$ cat src/rtl/debounce_pkg.sv
`default_nettype none
// ============================================================================
// Module      : debounce_pkg
// Description : Shared constants and helper functions for the multi-channel
//               debouncer: stable-window length computation and a $clog2
//               wrapper that never returns a zero width.
// Ports       : none (package)
// Revision    : 1.0 - initial release
// ============================================================================
package debounce_pkg;

    // Number of clk cycles in one stable window.
    function automatic int counter_value(input int sys_freq,
                                         input int time_base,
                                         input int time_lapes);
        return (sys_freq / time_base) * time_lapes;
    endfunction

    // Bit width able to hold values 0..value-1, never less than one bit so
    // degenerate parameter choices still produce legal vector declarations.
    function automatic int clog2_min1(input int value);
        return (value <= 2) ? 1 : $clog2(value);
    endfunction

endpackage : debounce_pkg
`default_nettype wire

$ cat src/rtl/debouncer_multi_if.sv
`default_nettype none
// ============================================================================
// Module      : debouncer_multi_if
// Description : Signal bundle between raw board inputs and the debouncer.
//               master : side that drives the raw inputs and consumes the
//                        debounced levels and ticks (board / control logic)
//               slave  : the debouncer itself
// Ports       : sw   - raw asynchronous inputs, CHANNELS bits
//               deb  - debounced levels, CHANNELS bits
//               rise - one-cycle tick when deb[i] goes 0->1
//               fall - one-cycle tick when deb[i] goes 1->0
//               hold - one-cycle tick when a long press is detected
// Revision    : 1.0 - initial release
// ============================================================================
interface debouncer_multi_if #(
    parameter int CHANNELS = 4
);
    logic [CHANNELS-1:0] sw;
    logic [CHANNELS-1:0] deb;
    logic [CHANNELS-1:0] rise;
    logic [CHANNELS-1:0] fall;
    logic [CHANNELS-1:0] hold;

    modport master (
        output sw,
        input  deb,
        input  rise,
        input  fall,
        input  hold
    );

    modport slave (
        input  sw,
        output deb,
        output rise,
        output fall,
        output hold
    );
endinterface : debouncer_multi_if
`default_nettype wire

$ cat src/rtl/debounce_channel.sv
`default_nettype none
// ============================================================================
// Module      : debounce_channel
// Description : One debouncer lane: SYNC_STAGES-deep synchroniser, stable
//               window counter, debounced level with rise/fall ticks and an
//               optional long-press (hold) tick.
// Ports       : clk    - system clock, rising edge
//               rst    - asynchronous active-high reset
//               i_sw   - raw asynchronous input
//               o_deb  - debounced level
//               o_rise - one-cycle tick on the first cycle o_deb reads 1
//               o_fall - one-cycle tick on the first cycle o_deb reads 0
//               o_hold - one-cycle tick after HOLD_PERIODS stable-high windows
// Revision    : 1.0 - initial release
// ============================================================================
module debounce_channel
    import debounce_pkg::*;
#(
    parameter int   COUNTER      = 4,
    parameter int   SYNC_STAGES  = 2,
    parameter int   HOLD_PERIODS = 100,
    parameter logic RESET_LEVEL  = 1'b0
) (
    input  logic clk,
    input  logic rst,
    input  logic i_sw,
    output logic o_deb,
    output logic o_rise,
    output logic o_fall,
    output logic o_hold
);

    localparam int            CW         = clog2_min1(COUNTER);
    localparam logic [CW-1:0] C_CNT_LAST = CW'(COUNTER - 1);

    generate
        if (COUNTER < 2) begin : g_bad_counter
            $error("debounce_channel: stable window must be at least 2 cycles");
        end
        if (SYNC_STAGES < 2) begin : g_bad_sync
            $error("debounce_channel: SYNC_STAGES must be at least 2");
        end
    endgenerate

    logic [SYNC_STAGES-1:0] r_sync;
    logic                   r_last;
    logic [CW-1:0]          r_cnt;
    logic                   r_deb;
    logic                   r_rise;
    logic                   r_fall;

    logic w_s;
    logic w_chg;
    logic w_term;
    logic w_upd;

    assign w_s    = r_sync[SYNC_STAGES-1];
    assign w_chg  = w_s ^ r_last;
    // Terminal event: window completed with no change seen on this edge.
    assign w_term = !w_chg && (r_cnt == C_CNT_LAST);
    // Terminal event that actually moves the debounced level.
    assign w_upd  = w_term && (r_last != r_deb);

    always_ff @(posedge clk or posedge rst) begin
        if (rst) begin
            r_sync <= {SYNC_STAGES{RESET_LEVEL}};
            r_last <= RESET_LEVEL;
            r_cnt  <= '0;
            r_deb  <= RESET_LEVEL;
            r_rise <= 1'b0;
            r_fall <= 1'b0;
        end else begin
            r_sync <= {r_sync[SYNC_STAGES-2:0], i_sw};
            r_last <= w_s;
            r_rise <= 1'b0;
            r_fall <= 1'b0;
            if (w_chg) begin
                r_cnt <= '0;
            end else if (r_cnt == C_CNT_LAST) begin
                // The counter wraps even when deb is already correct so the
                // hold logic sees a terminal event every COUNTER cycles.
                r_cnt <= '0;
                if (w_upd) begin
                    r_deb  <= r_last;
                    r_rise <= r_last;
                    r_fall <= !r_last;
                end
            end else begin
                r_cnt <= r_cnt + 1'b1;
            end
        end
    end

    assign o_deb  = r_deb;
    assign o_rise = r_rise;
    assign o_fall = r_fall;

    generate
        if (HOLD_PERIODS > 0) begin : g_hold
            localparam int            HW          = clog2_min1(HOLD_PERIODS + 1);
            localparam logic [HW-1:0] C_HOLD_MAX  = HW'(HOLD_PERIODS);
            localparam logic [HW-1:0] C_HOLD_LAST = HW'(HOLD_PERIODS - 1);

            logic [HW-1:0] r_hold_cnt;
            logic          r_hold;

            always_ff @(posedge clk or posedge rst) begin
                if (rst) begin
                    r_hold_cnt <= '0;
                    r_hold     <= 1'b0;
                end else begin
                    r_hold <= 1'b0;
                    if (w_upd || !r_deb) begin
                        // New press starts counting from the rise edge; a
                        // fall (or any low time) cancels a pending hold.
                        r_hold_cnt <= '0;
                    end else if (w_term && (r_hold_cnt != C_HOLD_MAX)) begin
                        // Saturating at the maximum limits hold to one tick
                        // per press.
                        r_hold_cnt <= r_hold_cnt + 1'b1;
                        if (r_hold_cnt == C_HOLD_LAST) begin
                            r_hold <= 1'b1;
                        end
                    end
                end
            end

            assign o_hold = r_hold;
        end else begin : g_no_hold
            assign o_hold = 1'b0;
        end
    endgenerate

endmodule : debounce_channel
`default_nettype wire

$ cat src/rtl/debouncer_multi.sv
`default_nettype none
// ============================================================================
// Module      : debouncer_multi
// Description : CHANNELS independent switch debouncers. Each lane is a
//               debounce_channel; this level only splits and merges vectors.
// Ports       : clk - system clock, rising edge
//               rst - asynchronous active-high reset
//               bus - debouncer_multi_if.slave (sw in; deb/rise/fall/hold out)
// Revision    : 1.0 - initial release
// ============================================================================
module debouncer_multi
    import debounce_pkg::*;
#(
    parameter int                  CHANNELS     = 4,
    parameter int                  SYS_FREQ     = 100_000_000,
    parameter int                  TIME_LAPES   = 10,
    parameter int                  TIME_BASE    = 1000,
    parameter int                  SYNC_STAGES  = 2,
    parameter logic [CHANNELS-1:0] RESET_LEVEL  = '0,
    parameter int                  HOLD_PERIODS = 100
) (
    input  logic             clk,
    input  logic             rst,
    debouncer_multi_if.slave bus
);

    localparam int C_COUNTER = counter_value(SYS_FREQ, TIME_BASE, TIME_LAPES);

    generate
        if (CHANNELS < 1) begin : g_bad_channels
            $error("debouncer_multi: CHANNELS must be at least 1");
        end
    endgenerate

    logic [CHANNELS-1:0] w_deb;
    logic [CHANNELS-1:0] w_rise;
    logic [CHANNELS-1:0] w_fall;
    logic [CHANNELS-1:0] w_hold;

    genvar i;
    generate
        for (i = 0; i < CHANNELS; i++) begin : g_ch
            debounce_channel #(
                .COUNTER     (C_COUNTER),
                .SYNC_STAGES (SYNC_STAGES),
                .HOLD_PERIODS(HOLD_PERIODS),
                .RESET_LEVEL (RESET_LEVEL[i])
            ) u_channel (
                .clk   (clk),
                .rst   (rst),
                .i_sw  (bus.sw[i]),
                .o_deb (w_deb[i]),
                .o_rise(w_rise[i]),
                .o_fall(w_fall[i]),
                .o_hold(w_hold[i])
            );
        end
    endgenerate

    assign bus.deb  = w_deb;
    assign bus.rise = w_rise;
    assign bus.fall = w_fall;
    assign bus.hold = w_hold;

endmodule : debouncer_multi
`default_nettype wire

$ cat src/flat_wrapper.sv
// flat-port wrapper written by rule: the top's interface ports become plain ports
module debouncer_multi_flat import debounce_pkg::*;
#(
    parameter int                  CHANNELS     = 4,
    parameter int                  SYS_FREQ     = 100_000_000,
    parameter int                  TIME_LAPES   = 10,
    parameter int                  TIME_BASE    = 1000,
    parameter int                  SYNC_STAGES  = 2,
    parameter logic [CHANNELS-1:0] RESET_LEVEL  = '0,
    parameter int                  HOLD_PERIODS = 100
)
  (clk, rst, bus_sw, bus_deb, bus_rise, bus_fall, bus_hold);
  debouncer_multi_if #(.CHANNELS(CHANNELS)) bus_i ();
  input  logic clk;
  input  logic rst;
  input wire logic [$bits(bus_i.sw)-1:0] bus_sw;
  output wire logic [$bits(bus_i.deb)-1:0] bus_deb;
  output wire logic [$bits(bus_i.rise)-1:0] bus_rise;
  output wire logic [$bits(bus_i.fall)-1:0] bus_fall;
  output wire logic [$bits(bus_i.hold)-1:0] bus_hold;
  assign bus_i.sw = bus_sw;
  assign bus_deb = bus_i.deb;
  assign bus_rise = bus_i.rise;
  assign bus_fall = bus_i.fall;
  assign bus_hold = bus_i.hold;
  debouncer_multi #(.CHANNELS(CHANNELS), .SYS_FREQ(SYS_FREQ), .TIME_LAPES(TIME_LAPES), .TIME_BASE(TIME_BASE), .SYNC_STAGES(SYNC_STAGES), .RESET_LEVEL(RESET_LEVEL), .HOLD_PERIODS(HOLD_PERIODS)) u_core (.clk(clk), .rst(rst), .bus(bus_i));
endmodule
$ cat config.mk
export PLATFORM = sky130hd
export DESIGN_NAME = debouncer_multi_flat
export DESIGN_NICKNAME = d
export VERILOG_FILES = /design/src/rtl/debounce_pkg.sv /design/src/rtl/debouncer_multi_if.sv /design/src/rtl/debounce_channel.sv /design/src/rtl/debouncer_multi.sv /design/src/flat_wrapper.sv
export SDC_FILE = /design/constraint.sdc
export NUM_CORES = 1
export LEC_CHECK = 0
export CAP_MARGIN = 40
export CORE_UTILIZATION = 45
export CTS_BUF_LIST = sky130_fd_sc_hd__clkbuf_2 sky130_fd_sc_hd__clkbuf_4 sky130_fd_sc_hd__clkbuf_8
export DETAILED_ROUTE_END_ITERATION = 8
export SLEW_MARGIN = 10
export SYNTH_ARGS = -nofsm -noshare
export SYNTH_HDL_FRONTEND = slang
export SYNTH_SLANG_ARGS = --single-unit
$ cat constraint.sdc
create_clock -name clk -period 4.9 [get_ports clk]
set_input_delay 1.47 -clock clk [delete_from_list [all_inputs] [get_ports clk]]
set_output_delay 1.47 -clock clk [all_outputs]
set_load 0.01 [all_outputs]
Yosys cells after proc, flatten, opt, wreduce, memory -nomap -nowiden
Index checks and enable logic that the tools add are counted.
{"block": "totals", "regBits": 136, "input_bits": 6}
{"block": "op_classes", "n_eq_ne": 16, "addsub": 8, "bitwise_logic": 8, "mux": 52, "n_reduce_logical": 36}
{"operator": "20-bit two-way mux", "count": 8}
{"operator": "20-bit by 1-bit adder with 20-bit output (second input constant)", "count": 4}
{"operator": "20-bit == test (second input constant)", "count": 4}
{"operator": "7-bit two-way mux", "count": 8}
{"operator": "1-bit two-way mux", "count": 36}
{"operator": "7-bit by 1-bit adder with 7-bit output (second input constant)", "count": 4}
{"operator": "7-bit == test (second input constant)", "count": 4}
{"operator": "7-bit != test (second input constant)", "count": 4}
{"operator": "1-bit logical AND", "count": 12}
{"operator": "1-bit logical NOT", "count": 12}
{"operator": "3-bit AND reduction", "count": 4}
{"operator": "2-bit nonzero test", "count": 4}
{"operator": "1-bit logical OR", "count": 4}
{"operator": "1-bit != test", "count": 4}
{"operator": "1-bit inverter", "count": 4}
{"operator": "1-bit XOR", "count": 4}

Longest topological paths before layout
{"block": "logic_depth", "word_depth": 7, "depth_mapped": 8}

Modules after synthesis
A second synthesis with hierarchy kept.
{"block": "unflattened", "hier_cells": 636, "hier_area_um2": 6601.3}
{"module": "debounce_channel", "seq_area_each_um2": 850.8, "area_each_um2": 1650.3, "cells_each": 159, "n_inst": 4}

Worst setup path after synthesis
No wires, ideal clock.
{"block": "synth_timing", "kind": "register -> register", "startpoint": "reg u_core.g_ch[1].u_channel.r_cnt[0]", "endpoint": "reg u_core.g_ch[1].u_channel.g_hold.r_hold_cnt[6]", "setup_slack_ns": 2.867, "arrival_ns": 1.958, "setup_time_ns": 0.075, "path_stages_with_launch": 7, "t_required_ns": 4.825, "cell_sequence": "dfrtp_1 > ha_1 > and2_1 > nand4_2 > or3_4 > or4_4 > a21oi_2"}
{"block": "synth_between", "elab_chain_len": 5, "elab_cells_between_ends": 7, "classes_between": "eq/ne: 1; mux: 1; reduce/logical: 5"}
{"element": "start: declaration", "line": "debounce_channel.sv:47", "rtl": "logic [CW-1:0] r_cnt;"}
{"element": "start signal: assignment", "line": "debounce_channel.sv:89", "rtl": "r_cnt <= r_cnt + 1'b1;"}
{"element": "20-bit == test (*)", "line": "debounce_channel.sv:60", "rtl": "assign w_term = !w_chg && (r_cnt == C_CNT_LAST);"}
{"element": "1-bit logical AND (*)", "line": "debounce_channel.sv:60"}
{"element": "1-bit logical AND", "line": "debounce_channel.sv:62", "rtl": "assign w_upd = w_term && (r_last != r_deb);"}
{"element": "1-bit logical OR", "line": "debounce_channel.sv:113", "rtl": "if (w_upd || !r_deb) begin"}
{"element": "7-bit two-way mux or 2-bit nonzero test (tied branches)"}
{"element": "end signal: assignment", "line": "debounce_channel.sv:120", "rtl": "r_hold_cnt <= r_hold_cnt + 1'b1;"}
{"element": "end: declaration", "line": "debounce_channel.sv:104", "rtl": "logic [HW-1:0] r_hold_cnt;"}
Every way passes the cells marked *; elsewhere a longest branch is shown, timed or not.
A chain may end at the register's enable or synchronous reset.

Worst setup path after layout
{"block": "layout_timing", "startpoint": "reg u_core.g_ch[2].u_channel.r_deb", "endpoint": "out bus_deb[2]"}
{"element": "start: declaration", "line": "debounce_channel.sv:48", "rtl": "logic r_deb;"}
{"element": "start signal: assignment", "line": "debounce_channel.sv:84", "rtl": "r_deb <= r_last;"}
{"element": "end: declaration", "line": "flat_wrapper.sv:17", "rtl": "output wire logic [$bits(bus_i.deb)-1:0] bus_deb;"}
No word-level cell between the ends.

==> results.yml <==
floorplanning:
  die_area_sq_mm: 0.01527
  io_pins: 22
  die_h_um: 123.6
  initial_utilization_pct: 45.95
  fp.dieW_um: 123.6
  coreArea_sq_mm: 0.01448
  rows: 44
layout:
  diodes: 0
  layoutNonFillerInstCount: 887
  fill_cells: 1314
  nets: 708
  layout-drive-gt1-share_pct: 8.108
  fin_area_sq_mm: 0.007498
  final_util_pct: 51.79
  syn_to_final_growth_pct: 12.71
sta:
  slew_violations: 0
  tightest_slew_ns: 0.9247
  timing.final.crit_period_ns: 2.901
  setup_viol: 0
  clock_skew_ns: 0.01478
  setup_tns_ns: 0
  layout_setup_ws_ns: 1.999
  period_share_pct: 59.21
  timing.hold.ws_ns: 0.3471
  slew_headroom_pct: 37.79
  rsz0062_at_grt: "no"
  fmax_ghz: 0.3447
  finalHoldViolations: 0
worst_setup_path:
  crit_path_max_fanout: 6
  worst_setup_path_end_kind: "output port"
  cpPeakStageDelay_ns: 0.56
  crit_buf_inv: 1
  path_class: "register to output port"
  slowest_stage: "clkdlybuf4s50_1"
  required_ns: 3.43
  arrival_ns: 1.43
  cp_top_family: "buffers and inverters"
  crit_path_start_kind: "register"
  path_cells: "clkdlybuf4s50_1"
detailed_routing:
  drt_iter0_drc: 240
  drc_errors: 0
  wl_per_cell_um: 13.47
  vias: 4713
  ant_nets: 0
  firstDrtPassIters: 5
  vias_per_cell: 5.313
  routed_wirelength_um: 11950
place:
  globalplace.congestion: 0.8013
  dp_cells: 855
  preCtsSetupSlack_ns: 2.094
  port_buffers: 21
  dpl.hpwl_um: 8036
  placed_cell_area_sq_mm: 0.007019
clock_network:
  cts_buffer_depth: 2
  cts_setup_buffers: 0
  postCtsHoldBufs: 0
  cts.sinks: 136
  cts_htree_levels: 4
  postCtsResizedCells: 0
  numCtsBuffers: 17
  root_buffer: "clkbuf_8"
  cts_tree: "built"
  clk_pin_slew_ns: 0.08
  clk_latency_ns: 0.45
logic_synthesis:
  synth-seq-cells: 136
  synth_edf_count: 0
  async_flop_share_pct: 100.0
  ys_top_cells_by_area: "dfrtp_1 (51%), nor2_1 (6.8%), xnor2_1 (6.2%)"
  synthFlopType: "dfrtp_1"
  syn_area_sq_mm: 0.006653
  yosysTopAreaCell: "dfrtp_1"
  yosysTopAreaCellShare_pct: 51.16
  synth_fp_nets: 686
  synth_cells: 668
  synthTopCellsByCount: "dfrtp_1 (136), nor2_1 (121), xnor2_1 (47), nand3_1 (46)"
  avgSynthCellArea_sq_um: 9.959
  ys_warn_count: 0
  synthDistinctLibCells: 46
  yosysMostFrequentCell: "dfrtp_1"
  synth_seq_area_share_pct: 51.16
flow_run:
  cap_violations: 0
power_and_ir_drop:
  p_leak_nw: 3.039
  ir_drop_mv: 0.2957
  cellPowerDensity_mw_per_mm2: 316.3
  power.total_mw: 2.372
global_routing:
  grt.total_usage_pct: 17.28
  grt_max_degree: 47
  grt_pass1_vias: 4513
  grt_overflow: 0
  grt_pass1_wl_um: 20670
  antenna_found_initial: 0
min_path:
  hold_path_class: "register to register"
outcome:
  outcome: "complete, no violations"
==> flip-flops by register name (all words and copies together) (netlist names) <==
| signal | count |
|---|---|
| u_core.g_ch.u_channel.r_cnt | 80 |
| u_core.g_ch.u_channel.g_hold.r_hold_cnt | 28 |
| u_core.g_ch.u_channel.r_sync | 8 |
| u_core.g_ch.u_channel.o_deb | 4 |
| u_core.g_ch.u_channel.o_fall | 4 |
| u_core.g_ch.u_channel.o_hold | 4 |
| u_core.g_ch.u_channel.o_rise | 4 |
| u_core.g_ch.u_channel.r_last | 4 |
==> final cells by class <==
| cell class | instances | area [sq um] | area share [%] |
|---|---|---|---|
| clock buffer | 19 | 255.2 | 3.404 |
| clock inverter | 13 | 224.0 | 2.987 |
| inverter | 26 | 101.3 | 1.352 |
| multi-input combinational | 480 | 2987 | 39.83 |
| sequential | 136 | 3403 | 45.39 |
| tap | 184 | 230.2 | 3.070 |
| timing repair buffer | 29 | 297.8 | 3.971 |
==> where the power goes <==
| group | total, mW | internal (mW) | switching, mW |
|---|---|---|---|
| logic | 0.0932 | 0.0297 | 0.0634 |
| registers | 1.17 | 1.14 | 0.0233 |
| clock network | 1.11 | 0.674 | 0.438 |
| total | 2.37 | 1.85 | 0.525 |
==> routing by layer <==
layer | vias up | GRT usage, % | part of all wire (%)
li1 | 2344 | - | -
met1 | 2289 | 23.42 | 50
met2 | 69 | 25.97 | 46
met3 | 11 | 4.762 | 3.0
met4 | 0 | 7.304 | 1.1
met5 | - | 0 | 0
==> final timing paths <==
check                      depth (start not counted)  slack (ns)                                                   endpoint                                         start
hold reg to reg                                    0        0.35               u_core.g_ch[2].u_channel.r_sync[1]$_DFF_PP0_  u_core.g_ch[2].u_channel.r_sync[0]$_DFF_PP0_
max in group asynchronous                          4        2.63                u_core.g_ch[2].u_channel.r_cnt[4]$_DFF_PP0_                                           rst
setup reg to reg                                   6        2.64  u_core.g_ch[3].u_channel.g_hold.r_hold_cnt[3]$_DFFE_PP0P_   u_core.g_ch[3].u_channel.r_cnt[0]$_DFF_PP0_
setup / recovery                                   1        2.00                                                 bus_deb[2]    u_core.g_ch[2].u_channel.o_deb$_DFFE_PP0P_
hold / removal                                     0        0.35               u_core.g_ch[2].u_channel.r_sync[1]$_DFF_PP0_  u_core.g_ch[2].u_channel.r_sync[0]$_DFF_PP0_
min in group asynchronous                          2        1.40                  u_core.g_ch[3].u_channel.o_hold$_DFF_PP0_                                           rst
==> placed cells by master (no fill, tap or decap), types with 7 or more instances in the layout <==
cell type	instances
dfrtp_1	136
nor2_1	121
nand3_1	46
and3_1	24
nor4b_1	7
inv_1	25
a21oi_1	11
nor4_1	20
xor2_1	43
clkdlybuf4s50_1	21
nand4_1	21
nor3_1	16
ha_1	12
nand2_1	43
and4_1	8
clkbuf_8	18
xnor2_1	47
==> cells by family after synthesis <==
| family | count (synthesis) | synth area share [%] |
|---|---|---|
| adder cells (fa/ha/maj) | 12 | 2.257 |
| AO/OA/AOI/OAI | 39 | 4.119 |
| multiplexers | 5 | 0.7523 |
| AND/OR/NAND/NOR | 334 | 25.92 |
| XOR/XNOR | 90 | 11.85 |
| flip-flops | 136 | 51.16 |
| buffers and inverters | 52 | 3.949 |
No activity file was read; power rests on OpenSTA's default activity.
